`config.mk`:
```
export PLATFORM = sky130hd
export DESIGN_NAME = morse_tx
export DESIGN_NICKNAME = d
export VERILOG_FILES = /design/src/rtl/morse_tx.sv
export SDC_FILE = /design/constraint.sdc
export NUM_CORES = 1
export LEC_CHECK = 0
export ABC_AREA = 0
export BUFFER_PORTS_ARGS = -buffer_cell sky130_fd_sc_hd__buf_2
export CORE_MARGIN = 2
export CORE_UTILIZATION = 59
export DETAILED_ROUTE_END_ITERATION = 6
export HOLD_SLACK_MARGIN = 0.12
export PLACE_DENSITY_LB_ADDON = 0.15
export SLEW_MARGIN = 20
export SYNTH_ARGS = -nofsm -noshare
export SYNTH_HDL_FRONTEND = slang
export SYNTH_SLANG_ARGS = --single-unit
```
`constraint.sdc`:
```
create_clock -name clk -period 2.1 [get_ports clk]
set_input_delay 0.315 -clock clk [delete_from_list [all_inputs] [get_ports clk]]
set_output_delay 0.315 -clock clk [all_outputs]
set_load 0.01 [all_outputs]
```
`src/rtl/morse_tx.sv`:
```
// ---------------------------------------------------------------------------
// morse_tx : serialises one 5-symbol Morse digit onto a key line.
//
// A character is loaded from `code` on an accepted `start` and sent MSB
// first. A 1 bit is a dot (1 unit of mark) and a 0 bit is a dash (3 units).
// Symbols are separated by a 1-unit space. One unit is UNIT_CYCLES clocks.
//
// Optional feature (compile-time macro MORSE_TX_CHARGAP_EN):
//    defined   - a 3-unit inter-character gap follows the last mark, with
//                busy still high, before the character completes.
//    undefined - the character completes at the end of the last mark.
//
// Parameters:
//    UNIT_CYCLES  clocks per Morse time unit (1..65535)
//
// Ports:
//    clk    in   rising-edge system clock
//    reset  in   asynchronous, active-high reset
//    code   in   [4:0] digit pattern, bit=1 dot, bit=0 dash, code[4] first
//    start  in   load request, honoured only while idle
//    tx     out  key line, 1 = mark (tone on), 0 = space
//    busy   out  high while a character is in progress
//    done   out  one-cycle pulse at character completion
// ---------------------------------------------------------------------------
module morse_tx #(
   parameter int unsigned UNIT_CYCLES = 4
) (
   input  logic       clk,
   input  logic       reset,
   input  logic [4:0] code,
   input  logic       start,
   output logic       tx,
   output logic       busy,
   output logic       done
);

   typedef enum logic [1:0] {
      IDLE  = 2'd0,
      MARK  = 2'd1,
      SPACE = 2'd2,
      GAP   = 2'd3
   } state_t;

   localparam logic [15:0] UNIT_LAST = 16'(UNIT_CYCLES - 1);

   state_t      state, state_next;
   logic [4:0]  shift_reg, shift_next;
   logic [2:0]  sym_cnt, sym_next;
   logic [15:0] timer, timer_next;
   logic [1:0]  unit_cnt, unit_next;
   logic        tx_next, busy_next, done_next;

   logic        unit_end;
   logic        mark_last_unit;

   // Unit boundary, and whether the unit just ending is the final one of the
   // current mark (dot = single unit, dash = third unit).
   assign unit_end       = (timer == UNIT_LAST);
   assign mark_last_unit = shift_reg[4] ? (unit_cnt == 2'd0) : (unit_cnt == 2'd2);

   // State and output registers; reset abandons any character in flight.
   always_ff @(posedge clk or posedge reset) begin
      if (reset) begin
         state     <= IDLE;
         shift_reg <= 5'd0;
         sym_cnt   <= 3'd0;
         timer     <= 16'd0;
         unit_cnt  <= 2'd0;
         tx        <= 1'b0;
         busy      <= 1'b0;
         done      <= 1'b0;
      end else begin
         state     <= state_next;
         shift_reg <= shift_next;
         sym_cnt   <= sym_next;
         timer     <= timer_next;
         unit_cnt  <= unit_next;
         tx        <= tx_next;
         busy      <= busy_next;
         done      <= done_next;
      end
   end

   // Next-state logic. The unit timer restarts on every unit boundary, so a
   // new state is always entered with the timer at zero. Outputs are derived
   // from the next state so they appear registered in the same cycle the
   // state is entered.
   always_comb begin
      state_next = state;
      shift_next = shift_reg;
      sym_next   = sym_cnt;
      timer_next = timer + 16'd1;
      unit_next  = unit_cnt;
      done_next  = 1'b0;

      case (state)
         IDLE: begin
            timer_next = 16'd0;
            unit_next  = 2'd0;
            if (start) begin
               shift_next = code;
               sym_next   = 3'd0;
               state_next = MARK;
            end
         end

         MARK: begin
            if (unit_end) begin
               timer_next = 16'd0;
               if (mark_last_unit) begin
                  unit_next = 2'd0;
                  if (sym_cnt < 3'd4) begin
                     shift_next = {shift_reg[3:0], 1'b0};
                     sym_next   = sym_cnt + 3'd1;
                     state_next = SPACE;
                  end else begin
`ifdef MORSE_TX_CHARGAP_EN
                     state_next = GAP;
`else
                     state_next = IDLE;
                     done_next  = 1'b1;
`endif
                  end
               end else begin
                  unit_next = unit_cnt + 2'd1;
               end
            end
         end

         SPACE: begin
            if (unit_end) begin
               timer_next = 16'd0;
               state_next = MARK;
            end
         end

         GAP: begin
            if (unit_end) begin
               timer_next = 16'd0;
               if (unit_cnt == 2'd2) begin
                  unit_next  = 2'd0;
                  state_next = IDLE;
                  done_next  = 1'b1;
               end else begin
                  unit_next = unit_cnt + 2'd1;
               end
            end
         end

         default: begin
            state_next = IDLE;
         end
      endcase

      tx_next   = (state_next == MARK);
      busy_next = (state_next != IDLE);
   end

endmodule

```
# == Word level (Yosys, flattened, before mapping) ==
# Index checks and enable logic that the tools add are counted.
# word_totals
ff_bits,31
in_bits,8
output_inout_bits,3
wordCells,63
# classes
addsub,3
magnitude_cmp,1
eq_ne,11
n_mux,32
reduce_logical,8
# ops
cell,count
$pmux W16 S2,1
$mux W2,11
$mux W5,4
$add A16 B1 Y16 const B,1
$eq A16 B2 Y1 const B,1
$mux W16,1
$mux W3,4
$ne A2 B2 Y1 const B,5
$pmux W5 S2,1
$pmux W2 S4,1
$eq A2 B2 Y1 const B,3
$mux W1,6
$pmux W2 S3,1
$pmux W3 S2,1
$reduce_and A5 Y1,1
$eq A2 B1 Y1 const B,2
$logic_not A2 Y1,2
$reduce_bool A2 Y1,2
$add A3 B1 Y3 const B,1
$lt A3 B3 Y1 const B,1
$reduce_and A3 Y1,1
$reduce_bool A3 Y1,1
$reduce_or A3 Y1,1
$add A2 B1 Y2 const B,1
$pmux W1 S2,1

# == Longest topological paths before layout ==
# depth
depth_word,6
mapped_depth,7
depth_no_buf,6

# == Worst setup path before layout ==
# Ideal clock, no wire load.
# synth_path
path_type,register to register
from,register unit_cnt[0]
to,register shift_reg[1]
setup_time_ns,0.126
t_arrival_ns,1.703
t_required_ns,1.974
path_slack_ns,0.271
path_stages_with_launch,8
n_path_buf,1
synth_period_minus_slack_ns,1.829
path_cell_list,dfrtp_1 -> inv_1 -> ha_1 -> mux2i_1 -> a2111oi_2 -> and3_1 -> buf_4 -> a221o_1
# synth_between
elab_chain_cells,4
elab_cells_between_ends,5
cone_classes,eq/ne (2); mux (1); reduce/logical (2)
# synth_lines
element,line,source
start: declaration,50,"logic [1:0] unit_cnt, unit_next;"
start signal: assignment,77,unit_cnt <= unit_next;
$eq A2 B2 Y1 / $logic_not A2 Y1 (equally long branches),59,assign mark_last_unit = shift_reg[4] ? (unit_cnt == 2'd0) : (unit_cnt == 2'd2);
$mux W1 *,59,
$ne A2 B2 Y1 (no line) *,-,
$reduce_and A5 Y1 (no line) *,-,
end signal: assignment,74,shift_reg <= shift_next;
end: declaration,47,"logic [4:0] shift_reg, shift_next;"
# Every way passes the cells marked *; elsewhere a longest branch is shown, timed or not.
# A chain may end at the register's enable or synchronous reset.

# == Worst setup path in the final report ==
# layout_path
from,register unit_cnt[1]
to,register shift_reg[2]
# Same word-level chain as after synthesis.

==> impl_metrics.csv <==
group,metric,value,unit
setup_path,reg2reg_slack,140,ps
sta,hold_viol,0,
route,first_pass_iters,4,
finish,nets,185,
sta,period_share,93.2,%
finish,final_cell_mix,"dfrtp_1 (31), nor2_1 (22), xnor2_1 (10), buf_2 (10)",
setup_path,r2r-end,"shift_reg[2]",
cts,cts_tree,"done",
sta,skew,9.15,ps
cts,clk_pin_slew,90,ps
route,drt-wirelength-per-cell,15.4,µm
setup_path,cp.arrival,2170,ps
setup_path,path_buf_inv,1,
synth,synth-edff-count,0,
setup_path,cp-startpoint,"unit_cnt[1]",
sta,worst_pin_slew,708,ps
global_routing,grt_pass1_vias,1227,
route,drc,0,
setup_path,crit_cells,6,
floorplan,core,2690,µm²
synth,ys_types,45,
floorplan,start_util,60.4,%
cts,clock_path_buffers,2,
sta,finalMaxSlewViolations,0,
global_routing,grt_max_degree,32,
finish,n_antenna_cell,0,
sta,relSlewSlack,52.8,%
sta,layout_setup_ws,142,ps
setup_path,r2r.worst_path.cells,6,
floorplan,pin_count,11,
finish,drive_gt1_share,20.2,%
setup_path,start_kind,"flop",
global_routing,grt-ovfl-total,0,
global_routing,antenna_found_initial,0,
sta,setup-tns-final,0,ps
placement,io_buffers,10,
pwr,ir_drop,1.03,mV
floorplan,die_w,56.4,µm
finish,layout_commonest_cell,"dfrtp_1",
synth,syn_nets,169,
setup_path,cp_cell_sequence,"inv_1, ha_1, mux2i_1, a2111oi_2, a21oi_2, a221o_1",
setup_path,crit-reg2reg-launch,"unit_cnt[1]",
cts,cts_root_buf,"clkbuf_4",
run,cap_violations,0,
placement,dp_hpwl,2130,µm
synth,synthFlopType,"dfrtp_1",
setup_path,cp_slowest_stage_delay,500,ps
finish,largest_reg_flops,16,
cts,cts_sinks,31,
synth,syn_inst,156,
floorplan,dieArea,3180,µm²
route,ant_nets,0,
worst_hold_path,holdCritPathClass,"in -> reg",
route,dr.first_iter.drc_count,36,
synth,ys_ff_latch,31,
global_routing,grt_pass1_wl,5520,µm
cts,clk_latency,330,ps
synth,seq_area_frac_synth,47.8,%
sta,rsz0062_at_grt,"false",
synth,syn-cell-area,1620,µm²
synth,avgSynthCellArea,10.4,µm²
sta,setup_viol,0,
route,vias,1229,
setup_path,cp_top_family,"compound AO/OA/AOI/OAI gates",
floorplan,rows,19,
setup_path,crit_path_end,"shift_reg[2]",
synth,synth-async-reset-ratio,100,%
setup_path,cp_max_fo,6,
pwr,p_per_area,1180,nW/µm²
finish,syn2layout_area_growth,10.6,%
setup_path,slowest_stage,"a2111oi_2",
setup_path,cp.required,2310,ps
cts,cts-htree-levels,2,
worst_hold_path,min_path_cells,2,
status,status,"complete, no violations",
route,vias_per_cell,6.02,
route,drt-total-wl,3140,µm
sta,fmax,0.511,GHz
sta,period_needed,1960,ps
setup_path,critPathKind,"reg -> reg",
finish,utilization,66.7,%
placement,post-place-ws,89.6,ps
global_routing,track_usage,22.5,%
synth,yosysWarnings,0,
cts,cts_buffers,5,
pwr,p_leak,0.000805,µW
floorplan,die_height,56.4,µm
setup_path,end_kind,"flop",
placement,gp_congestion,0.763,
[report_power, final]
group          leakage, µW  switching, µW  internal [µW]
Combinational     0.000362            454            363
Clock            0.0000386            200            197
Sequential        0.000405            162            744
[layer usage]
| layer | track usage (%) | wire (µm) | up-vias |
|---|---|---|---|
| li1 | - | - | 588 |
| met1 | 29.7 | 1520 | 606 |
| met2 | 36.0 | 1480 | 30 |
| met3 | 4.84 | 107 | 5 |
| met4 | 8.84 | 34 | 0 |
| met5 | 0 | 0 | - |
[cell usage after synthesis (all sizes together) (2+ instances only)]
library cell  instances  area [µm²]
a21oi                 3        22.5
a221o                 4        40.0
a22oi                 2        15.0
and2                  4        25.0
buf                   5        35.0
dfrtp                31         776
ha                    5        62.6
inv                   7        26.3
mux2                  2        22.5
mux2i                 4        40.0
nand2                 7        26.3
nand2b                2        12.5
nand3                 5        25.0
nand4                 4        46.3
nor2                 22        82.6
nor2b                 2        12.5
nor3                  7        35.0
nor4                  4        25.0
nor4b                 2        23.8
o21ai                 5        28.8
o31ai                 3        22.5
or2                   2        12.5
or4                   2        18.8
xnor2                10        87.6
xor2                  2        17.5
[how the worst min path moves through the flow]
stage            start            to  slack, ps
6_report       code[0]  shift_reg[0]        220
5_1_grt        code[0]  shift_reg[0]        200
4_1_cts        code[0]  shift_reg[0]        210
3_5_place_dp     reset  shift_reg[2]        410
3_3_place_gp     reset  shift_reg[1]        400
2_1_floorplan    reset          busy        420
[final cells by class]
type	instances	area, µm²
fill	222	893
clock buffer	8	68.8
tap	31	38.8
sequential	31	776
timing repair buffer	15	90.1
multi-input combinational	112	793
inverter	7	26.3
[cell families after synthesis]
group | count (synthesis) | share of synthesized area (%)
AND/OR/NAND/NOR | 66 | 22.6
flip-flops | 31 | 47.8
AO/OA/AOI/OAI | 23 | 11.3
buffers and inverters | 13 | 4.01
XOR/XNOR | 12 | 6.48
multiplexers | 6 | 3.86
adder cells (fa/ha/maj) | 5 | 3.86
[per-stage QoR]
step                      cell area, µm²  power (µW)  hold slack, ps  cells
after global routing                1790        2270             204    204
after floorplan                     1620        1520             419    156
after detailed placement            1700        1710             411    195
final                               1790        2120             220    204
after global placement              1700        1660             401    195
after CTS                           1780        2110             208    204
[timing repair]
| item | 4_1_cts | 5_1_grt |
|---|---|---|
| endpoints found under the setup margin | 0 | 28 |
| setup buffers | 0 | 0 |
| hold endpoints to repair | 31 | 0 |
| gates resized for setup | 0 | 2 |
| hold buffers | 1 | 0 |
Power figures use the tool's default switching activity.
